<file path="config.mk">
export PLATFORM = sky130hd
export DESIGN_NAME = if_stage_flat
export DESIGN_NICKNAME = d
export VERILOG_FILES = /design/src/rtl/cpu_pkg.sv /design/src/rtl/if_stage_if.sv /design/src/rtl/if_pc_reg.sv /design/src/rtl/if_stage.sv /design/src/flat_wrapper.sv
export SDC_FILE = /design/constraint.sdc
export NUM_CORES = 1
export LEC_CHECK = 0
export ABC_AREA = 1
export CORE_UTILIZATION = 35
export DETAILED_ROUTE_END_ITERATION = 10
export GPL_ROUTABILITY_DRIVEN = 0
export PLACE_DENSITY = 0.75
export SYNTH_ARGS = -nofsm -noshare
export SYNTH_HDL_FRONTEND = slang
export SYNTH_HIERARCHICAL = 1
export SYNTH_SLANG_ARGS = --single-unit
</file>
<file path="constraint.sdc">
create_clock -name clk -period 2.1 [get_ports clk]
set_clock_uncertainty 0.1 [all_clocks]
set_input_delay 0.63 -clock clk [delete_from_list [all_inputs] [get_ports clk]]
set_output_delay 0.63 -clock clk [all_outputs]
set_load 0.02 [all_outputs]
</file>
<file path="src/rtl/cpu_pkg.sv">
// rtl/cpu_pkg.sv - shared CPU opcodes, fetch FSM states and opcode screening
package cpu_pkg;

  localparam int OPCODE_W = 3;

  localparam logic [OPCODE_W-1:0] OP_LOAD  = 3'b000;
  localparam logic [OPCODE_W-1:0] OP_STORE = 3'b001;
  localparam logic [OPCODE_W-1:0] OP_MOV   = 3'b010;
  localparam logic [OPCODE_W-1:0] OP_MAC   = 3'b100;

  typedef enum logic [2:0] {
    S_IDLE,
    S_REQ,
    S_WAIT,
    S_HOLD,
    S_HALT
  } if_state_e;

  function automatic logic opcode_is_legal(input logic [OPCODE_W-1:0] op);
    return (op == OP_LOAD) || (op == OP_STORE) || (op == OP_MOV) || (op == OP_MAC);
  endfunction

endpackage

</file>
<file path="src/rtl/if_stage_if.sv">
// rtl/if_stage_if.sv - instruction-memory and instruction-stream bundle of the fetch stage
interface if_stage_if #(
  parameter int ADDR_WIDTH   = 8,
  parameter int INSTR_WIDTH  = 16,
  parameter int OPCODE_WIDTH = cpu_pkg::OPCODE_W
);
  logic                    imem_req;
  logic [ADDR_WIDTH-1:0]   imem_addr;
  logic                    imem_gnt;
  logic                    imem_rvalid;
  logic [INSTR_WIDTH-1:0]  imem_rdata;

  logic                    instr_valid;
  logic                    instr_ready;
  logic [INSTR_WIDTH-1:0]  instr;
  logic [OPCODE_WIDTH-1:0] opcode;
  logic [ADDR_WIDTH-1:0]   instr_pc;

  modport master (
    output imem_req, imem_addr,
    input  imem_gnt, imem_rvalid, imem_rdata,
    output instr_valid, instr, opcode, instr_pc,
    input  instr_ready
  );

  modport slave (
    input  imem_req, imem_addr,
    output imem_gnt, imem_rvalid, imem_rdata,
    input  instr_valid, instr, opcode, instr_pc,
    output instr_ready
  );
endinterface

</file>
<file path="src/rtl/if_pc_reg.sv">
// rtl/if_pc_reg.sv - program counter with reset value, increment enable and natural wrap
module if_pc_reg #(
  parameter int                    ADDR_WIDTH = 8,
  parameter logic [ADDR_WIDTH-1:0] RESET_PC   = '0
) (
  input  logic                  clk,
  input  logic                  rst_n,
  input  logic                  i_inc,
  output logic [ADDR_WIDTH-1:0] o_pc
);

  logic [ADDR_WIDTH-1:0] r_pc;

  always_ff @(posedge clk or negedge rst_n) begin
    if (!rst_n) begin
      r_pc <= RESET_PC;
    end else if (i_inc) begin
      r_pc <= r_pc + ADDR_WIDTH'(1);
    end
  end

  assign o_pc = r_pc;

endmodule

</file>
<file path="src/rtl/if_stage.sv">
// rtl/if_stage.sv - instruction fetch stage: request/grant/response fetch, instruction
// register with valid/ready hand-off, and illegal-opcode halt
module if_stage
  import cpu_pkg::*;
#(
  parameter int                    ADDR_WIDTH   = 8,
  parameter int                    INSTR_WIDTH  = 16,
  parameter int                    OPCODE_WIDTH = OPCODE_W,
  parameter logic [ADDR_WIDTH-1:0] RESET_PC     = '0
) (
  input  logic                  clk,
  input  logic                  rst_n,
  input  logic                  run,
  if_stage_if.master            bus,
  output logic                  illegal,
  output logic [ADDR_WIDTH-1:0] illegal_pc
);

  if_state_e               r_state;
  if_state_e               w_next;
  logic                    w_legal;
  logic                    w_accept;
  logic                    w_reject;
  logic [ADDR_WIDTH-1:0]   w_pc;
  logic [OPCODE_WIDTH-1:0] w_rdata_op;

  logic                    r_imem_req;
  logic                    r_instr_valid;
  logic [INSTR_WIDTH-1:0]  r_instr;
  logic [ADDR_WIDTH-1:0]   r_instr_pc;
  logic                    r_illegal;
  logic [ADDR_WIDTH-1:0]   r_illegal_pc;

  assign w_rdata_op = bus.imem_rdata[INSTR_WIDTH-1 -: OPCODE_WIDTH];
  assign w_legal    = opcode_is_legal(OPCODE_W'(w_rdata_op));

  if_pc_reg #(
    .ADDR_WIDTH (ADDR_WIDTH),
    .RESET_PC   (RESET_PC)
  ) u_pc (
    .clk   (clk),
    .rst_n (rst_n),
    .i_inc (w_accept),
    .o_pc  (w_pc)
  );

  always_ff @(posedge clk or negedge rst_n) begin
    if (!rst_n) begin
      r_state <= S_IDLE;
    end else begin
      r_state <= w_next;
    end
  end

  // gnt is only looked at in REQ and rvalid only in WAIT, so strays elsewhere are dropped
  always_comb begin
    w_next   = r_state;
    w_accept = 1'b0;
    w_reject = 1'b0;
    case (r_state)
      S_IDLE: if (run) w_next = S_REQ;
      S_REQ:  if (bus.imem_gnt) w_next = S_WAIT;
      S_WAIT: begin
        if (bus.imem_rvalid) begin
          w_accept = w_legal;
          w_reject = !w_legal;
          w_next   = w_legal ? S_HOLD : S_HALT;
        end
      end
      S_HOLD: if (bus.instr_ready) w_next = run ? S_REQ : S_IDLE;
      S_HALT: w_next = S_HALT;
      default: w_next = S_IDLE;
    endcase
  end

  // Outputs are registered from the next state so they line up with the state they describe
  always_ff @(posedge clk or negedge rst_n) begin
    if (!rst_n) begin
      r_imem_req    <= 1'b0;
      r_instr_valid <= 1'b0;
      r_instr       <= '0;
      r_instr_pc    <= '0;
      r_illegal     <= 1'b0;
      r_illegal_pc  <= '0;
    end else begin
      r_imem_req    <= (w_next == S_REQ);
      r_instr_valid <= (w_next == S_HOLD);
      if (w_accept) begin
        r_instr    <= bus.imem_rdata;
        r_instr_pc <= w_pc;
      end
      if (w_reject) begin
        r_illegal    <= 1'b1;
        r_illegal_pc <= w_pc;
      end
    end
  end

  assign bus.imem_req    = r_imem_req;
  assign bus.imem_addr   = w_pc;
  assign bus.instr_valid = r_instr_valid;
  assign bus.instr       = r_instr;
  assign bus.opcode      = r_instr[INSTR_WIDTH-1 -: OPCODE_WIDTH];
  assign bus.instr_pc    = r_instr_pc;
  assign illegal         = r_illegal;
  assign illegal_pc      = r_illegal_pc;

endmodule

</file>
<file path="src/flat_wrapper.sv">
// flat-port wrapper written by rule: the top's interface ports become plain ports
module if_stage_flat import cpu_pkg::*;
#(
  parameter int                    ADDR_WIDTH   = 8,
  parameter int                    INSTR_WIDTH  = 16,
  parameter int                    OPCODE_WIDTH = OPCODE_W,
  parameter logic [ADDR_WIDTH-1:0] RESET_PC     = '0
)
  (clk, rst_n, run, illegal, illegal_pc, bus_imem_req, bus_imem_addr, bus_imem_gnt, bus_imem_rvalid, bus_imem_rdata, bus_instr_valid, bus_instr, bus_opcode, bus_instr_pc, bus_instr_ready);
  if_stage_if #(.ADDR_WIDTH(ADDR_WIDTH), .INSTR_WIDTH(INSTR_WIDTH), .OPCODE_WIDTH(OPCODE_WIDTH)) bus_i ();
  input  logic clk;
  input  logic rst_n;
  input  logic run;
  output logic illegal;
  output logic [ADDR_WIDTH-1:0] illegal_pc;
  output wire logic [$bits(bus_i.imem_req)-1:0] bus_imem_req;
  output wire logic [$bits(bus_i.imem_addr)-1:0] bus_imem_addr;
  input wire logic [$bits(bus_i.imem_gnt)-1:0] bus_imem_gnt;
  input wire logic [$bits(bus_i.imem_rvalid)-1:0] bus_imem_rvalid;
  input wire logic [$bits(bus_i.imem_rdata)-1:0] bus_imem_rdata;
  output wire logic [$bits(bus_i.instr_valid)-1:0] bus_instr_valid;
  output wire logic [$bits(bus_i.instr)-1:0] bus_instr;
  output wire logic [$bits(bus_i.opcode)-1:0] bus_opcode;
  output wire logic [$bits(bus_i.instr_pc)-1:0] bus_instr_pc;
  input wire logic [$bits(bus_i.instr_ready)-1:0] bus_instr_ready;
  assign bus_imem_req = bus_i.imem_req;
  assign bus_imem_addr = bus_i.imem_addr;
  assign bus_i.imem_gnt = bus_imem_gnt;
  assign bus_i.imem_rvalid = bus_imem_rvalid;
  assign bus_i.imem_rdata = bus_imem_rdata;
  assign bus_instr_valid = bus_i.instr_valid;
  assign bus_instr = bus_i.instr;
  assign bus_opcode = bus_i.opcode;
  assign bus_instr_pc = bus_i.instr_pc;
  assign bus_i.instr_ready = bus_instr_ready;
  if_stage #(.ADDR_WIDTH(ADDR_WIDTH), .INSTR_WIDTH(INSTR_WIDTH), .OPCODE_WIDTH(OPCODE_WIDTH), .RESET_PC(RESET_PC)) u_core (.clk(clk), .rst_n(rst_n), .run(run), .bus(bus_i), .illegal(illegal), .illegal_pc(illegal_pc));
endmodule
</file>
After elaboration in Yosys (flattened, before gate mapping)
Index checks and enable logic that the tools add are counted.
{ "totals": {"reg_bits": 46, "latchBits": 0, "ram_bits": 0, "romBits": 0, "in_bits": 22, "out_inout_bits": 46, "word_cells": 35, "memories": 0} }
{ "op_classes": {"add_sub_neg": 1, "multipliers": 0, "n_div": 0, "order_cmp": 0, "eq_ne": 9, "shifts": 0, "n_mux": 11, "bitwise_logic": 0, "n_reduce_logical": 6} }
{ "ops": {"columns": ["op", "count"], "rows": [
  ["3-bit two-way mux", 5],
  ["3-bit one-hot mux with 5 select lines", 1],
  ["3-bit by 2-bit == test with 1-bit output (second input constant)", 4],
  ["3-bit by 1-bit == test with 1-bit output (second input constant)", 3],
  ["8-bit by 1-bit adder with 8-bit output (second input constant)", 1],
  ["3-bit == test (second input constant)", 2],
  ["3-bit zero test", 2],
  ["1-bit two-way mux", 5],
  ["1-bit logical OR", 3],
  ["1-bit zero test", 1]
]} }

Depth between registers and ports, before layout
{ "logic_depth": {"depth_word": 8, "depth_mapped": 12} }

Cells and area by module
The synthesis kept the hierarchy.
{ "modules_own_cells": {"columns": ["mod", "n_inst", "cells_per_inst", "area_per_inst_um2"], "rows": [
  ["if_stage", 1, 176, 1649.1],
  ["if_pc_reg", 1, 40, 375.4]
]} }

Worst setup path before layout
OpenSTA, ideal clock, no wires.
{ "synth_timing": {"kind": "input -> register", "startpoint": "in bus_imem_rdata[15]", "endpoint": "reg u_core.u_pc.r_pc[7] (netlist: u_core/u_pc/o_pc[7])", "setup_time_ns": 0.113, "t_arrival_ns": 1.605, "t_required_ns": 1.887, "path_slack_ns": 0.282, "path_stages": 11, "n_path_buf": 1, "cell_sequence": "inv_1 nand2_1 nand2_2 inv_2 nor2_4 buf_6 nand2_1 nor2_4 nand3_1 nand2_1 inv_1"} }
{ "synth_via": {"elab_chain_len": 6} }
{ "synth_rtl": {"columns": ["element", "line_no", "text"], "rows": [
  ["from (decl)", "flat_wrapper.sv:20", "input wire logic [$bits(bus_i.imem_rdata)-1:0] bus_imem_rdata;"],
  ["3-bit by 1-bit == test with 1-bit output or 3-bit zero test (tied branches)", "cpu_pkg.sv:20", "return (op == OP_LOAD) || (op == OP_STORE) || (op == OP_MOV) || (op == OP_MAC);"],
  ["1-bit logical OR (2 in a row)", "cpu_pkg.sv:20", null],
  ["1-bit logical OR (*)", "cpu_pkg.sv:20", null],
  ["1-bit two-way mux (*)", "if_stage.sv:64", "if (bus.imem_rvalid) begin"],
  ["1-bit two-way mux (*)", "if_stage.sv:60", "case (r_state)"],
  ["named net u_core.w_accept", "if_stage.sv:22", "logic w_accept;"],
  ["to (signal assigned)", "if_pc_reg.sv:18", "r_pc <= r_pc + ADDR_WIDTH'(1);"],
  ["to (decl)", "if_pc_reg.sv:12", "logic [ADDR_WIDTH-1:0] r_pc;"]
]} }
The timed path passes the listed nets; every way through them passes the cells marked *.
A chain may end at the register's enable or synchronous reset.

Worst setup path in the final report
{ "layout_timing": {"startpoint": "reg u_core.r_instr[13] (netlist: u_core/bus.instr[13])", "endpoint": "out bus_instr[13]"} }
{ "layout_lines": {"columns": ["element", "line_no", "text"], "rows": [
  ["from (decl)", "if_stage.sv:29", "logic [INSTR_WIDTH-1:0] r_instr;"],
  ["from (signal assigned)", "if_stage.sv:89", "r_instr <= bus.imem_rdata;"],
  ["to (decl)", "flat_wrapper.sv:22", "output wire logic [$bits(bus_i.instr)-1:0] bus_instr;"]
]} }
No word-level cell between the ends.

==> impl_results.md <==
* Total chip power at 1.62 mW
* H-tree level count at 2
* Netlist cell types at 22
* Root cell of the clock tree: clkbuf_8
* Post-synth top area share at 0.569
* Max-cap violations at 0
* CP Cell Sequence: clkdlybuf4s50_1
* Ant. Diodes at 0
* Ys flop type: dfrtp_1
* Placed cell count at 364
* Worst Hold Class: input pin to async pin
* Routed WL at 4420 µm
* Row count at 27
* Worst slew margin at 0.577
* Initial Utilization at 0.365
* TritonRoute pass-1 iters at 4
* Clock slew at reported path FFs at 0.09 ns
* Hold buffer count at CTS at 0
* Nets at 322
* Synth Register Bits at 46
* Fin Setup TNS at 0 ns
* CTS resizes at 3
* Maximum number of pins on one net before global-route repair at 28
* Max-slew violation count at 0
* Fillers at 521
* Layout cell share with drive strength beyond 1 at 0.167
* Worst Path Max Fanout at 3
* Min cycle time layout at 2.03 ns
* Sequential cell area at 1150 µm²
* Arrival time at the worst endpoint at 1.30 ns
* Slowest CP cell: clkdlybuf4s50_1
* Area Growth Syn to Fin at 47.0%
* Netlist Area Pre-Place at 2020 µm²
* Syn_nets at 239
* Later-pin clock latency in the skew report at 0.30 ns
* Residual DRC count at 0
* Multi-input combinational cell area at 698 µm²
* Num CTS Buffers at 5
* Mean Syn Cell Area at 9.37 µm²
* FFs w/ async S/R, synth at 1.00
* GR Overflow Total at 0
* CP Capture Type: output pin
* Detailed-route wire length per cell at 11.9 µm
* Number of antenna-violating nets in the routed design at 0
* Largest stage delay on the critical path at 0.62 ns
* HPWL reported at the end of detailed placement at 3240 µm
* CTS Sinks at 46
* Final hold vios at 0
* Setup Crit Path Kind: register to output pin
* DR vias at 1643
* Die area at 6090 µm²
* Post-synth top area cell: dfrtp_1
* Final period util at 0.968
* Synth Instances at 216
* First-pass GRT wire length at 7580 µm
* RR Startpoint: u_core/r_state[2]$_DFF_PN0_
* Starting DRT DRC Count at 70
* CTS tree: yes
* Peak supply drop at 0.000303 V
* Die Span Y at 78.1 µm
* CTS max path bufs at 2
* Status: finished, final reports clean
* Routed vias/inst at 4.42
* Worst slew pin tran at 0.634 ns
* CP top delay family: buffers and inverters
* Vias in the first global route at 1624
* Initial antenna violation count at 0
* CP startpoint kind: register
* Leakage at 1.48 nW
* Core area at 5540 µm²
* PwrDens at 544 nW/µm²
* CP startpoint: u_core/bus.instr[13]$_DFFE_PN0P_
* RSZ-0062 raised after global routing: false
* Critical Path RT at 1.37 ns
* Die width at 78.1 µm
* # setup viols final at 0
* Post-CTS Setup Inserts at 0
* Utilization after layout at 0.537
* Tot GR Track Use at 0.160
* Fmax at 492 MHz
* Post-synth EDFFs at 0
* Number of I/O pins at 68
* Port bufs at 67
* Post-Layout Cell Count at 372
* Synth Warn # at 6
* Leading post-synthesis cells by cell area: dfrtp_1 (57%), nand2_1 (16%), o21ai_2 (6.5%), inv_1 (4.4%), buf_6 (2.2%)
* Critical path buffers and inverters at 1
* Seq/Total Area, Yosys at 0.569
-- flip-flops by register name, indices dropped and copies added (netlist names) --
signal / cells
u_core/bus.imem_req: 1
u_core/bus.instr: 16
u_core/bus.instr_pc: 8
u_core/bus.instr_valid: 1
u_core/illegal: 1
u_core/illegal_pc: 8
u_core/r_state: 3
u_core/u_pc/o_pc: 8
-- Yosys cell counts, drive strengths merged (2+ instances only) --
library cell   n
nand3          8
buf            8
inv           26
nand3b         2
nand2         89
dfrtp         46
o21ai         19
xor2           3
nor2          10
-- layout make-up --
type | instances | area share
clock buffers | 6 | 0.0244
multi-input cells | 136 | 0.235
well taps | 72 | 0.0303
inverters | 26 | 0.0336
clock inverters | 2 | 0.0126
flip-flops and latches | 46 | 0.387
repair buffers | 84 | 0.278
-- per-layer routing --
layer  vias to the layer above  GRT usage  wire length [µm]
li1                        824          -                 -
met5                         -          0                 0
met1                       774      0.211              2080
met2                        41      0.255              2070
met3                         4     0.0442               229
met4                         0     0.0500                32
-- final timing paths --
kind	slack, ns	depth (start not counted)	to
setup / recovery	0.07	1	bus_instr[13]
hold / removal	0.25	1	u_core/illegal_pc[3]$_DFFE_PN0P_
setup reg to reg	0.56	8	u_core/u_pc/o_pc[6]$_DFFE_PN0P_
hold reg to reg	0.37	2	u_core/bus.instr[5]$_DFFE_PN0P_
max in group asynchronous	1.13	2	u_core/illegal_pc[1]$_DFFE_PN0P_
min in group clk	0.37	2	u_core/bus.instr[5]$_DFFE_PN0P_
-- power by group --
part / switching (mW) / internal (mW) / total (mW)
Sequential: 0 / 0.885 / 0.885
Clock: 0.295 / 0.355 / 0.650
Combinational: 0.0361 / 0.0477 / 0.0837
-- kinds of logic after synthesis --
group                    count (synthesis)  share of synthesized area
AO/OA/AOI/OAI                           20                     0.0773
XOR/XNOR                                 4                     0.0173
adder cells (fa/ha/maj)                  1                    0.00618
buffers and inverters                   34                     0.0865
flip-flops                              46                      0.569
multiplexers                             1                    0.00556
AND/OR/NAND/NOR                        110                      0.239
-- layout by cell type (no fill, tap or decap), drive strengths merged --
| cell | instances |
|---|---|
| clkbuf | 6 |
| ha | 1 |
| clkdlybuf4s50 | 63 |
| a21oi | 1 |
| buf | 18 |
| o21ai | 19 |
| nor2 | 10 |
| xor2 | 3 |
| nand3b | 2 |
| xnor2 | 1 |
| dfrtp | 46 |
| dlygate4sd2 | 3 |
| inv | 26 |
| clkinvlp | 1 |
| nand2 | 89 |
| nand3 | 8 |
| nand4 | 1 |
| bufinv | 1 |
| mux2 | 1 |
-- metrics by stage --
stage	setup slack, ns	instance area, µm²	hold WS [ns]
after floorplan	0.282	2020	0.234
after global placement	-0.0349	2870	0.349
after detailed placement	-0.0687	2870	0.358
after CTS	0.0517	2980	0.267
after global routing	0.0127	2980	0.295
final	0.0675	2980	0.246
No activity file was read; power rests on OpenSTA's default activity.
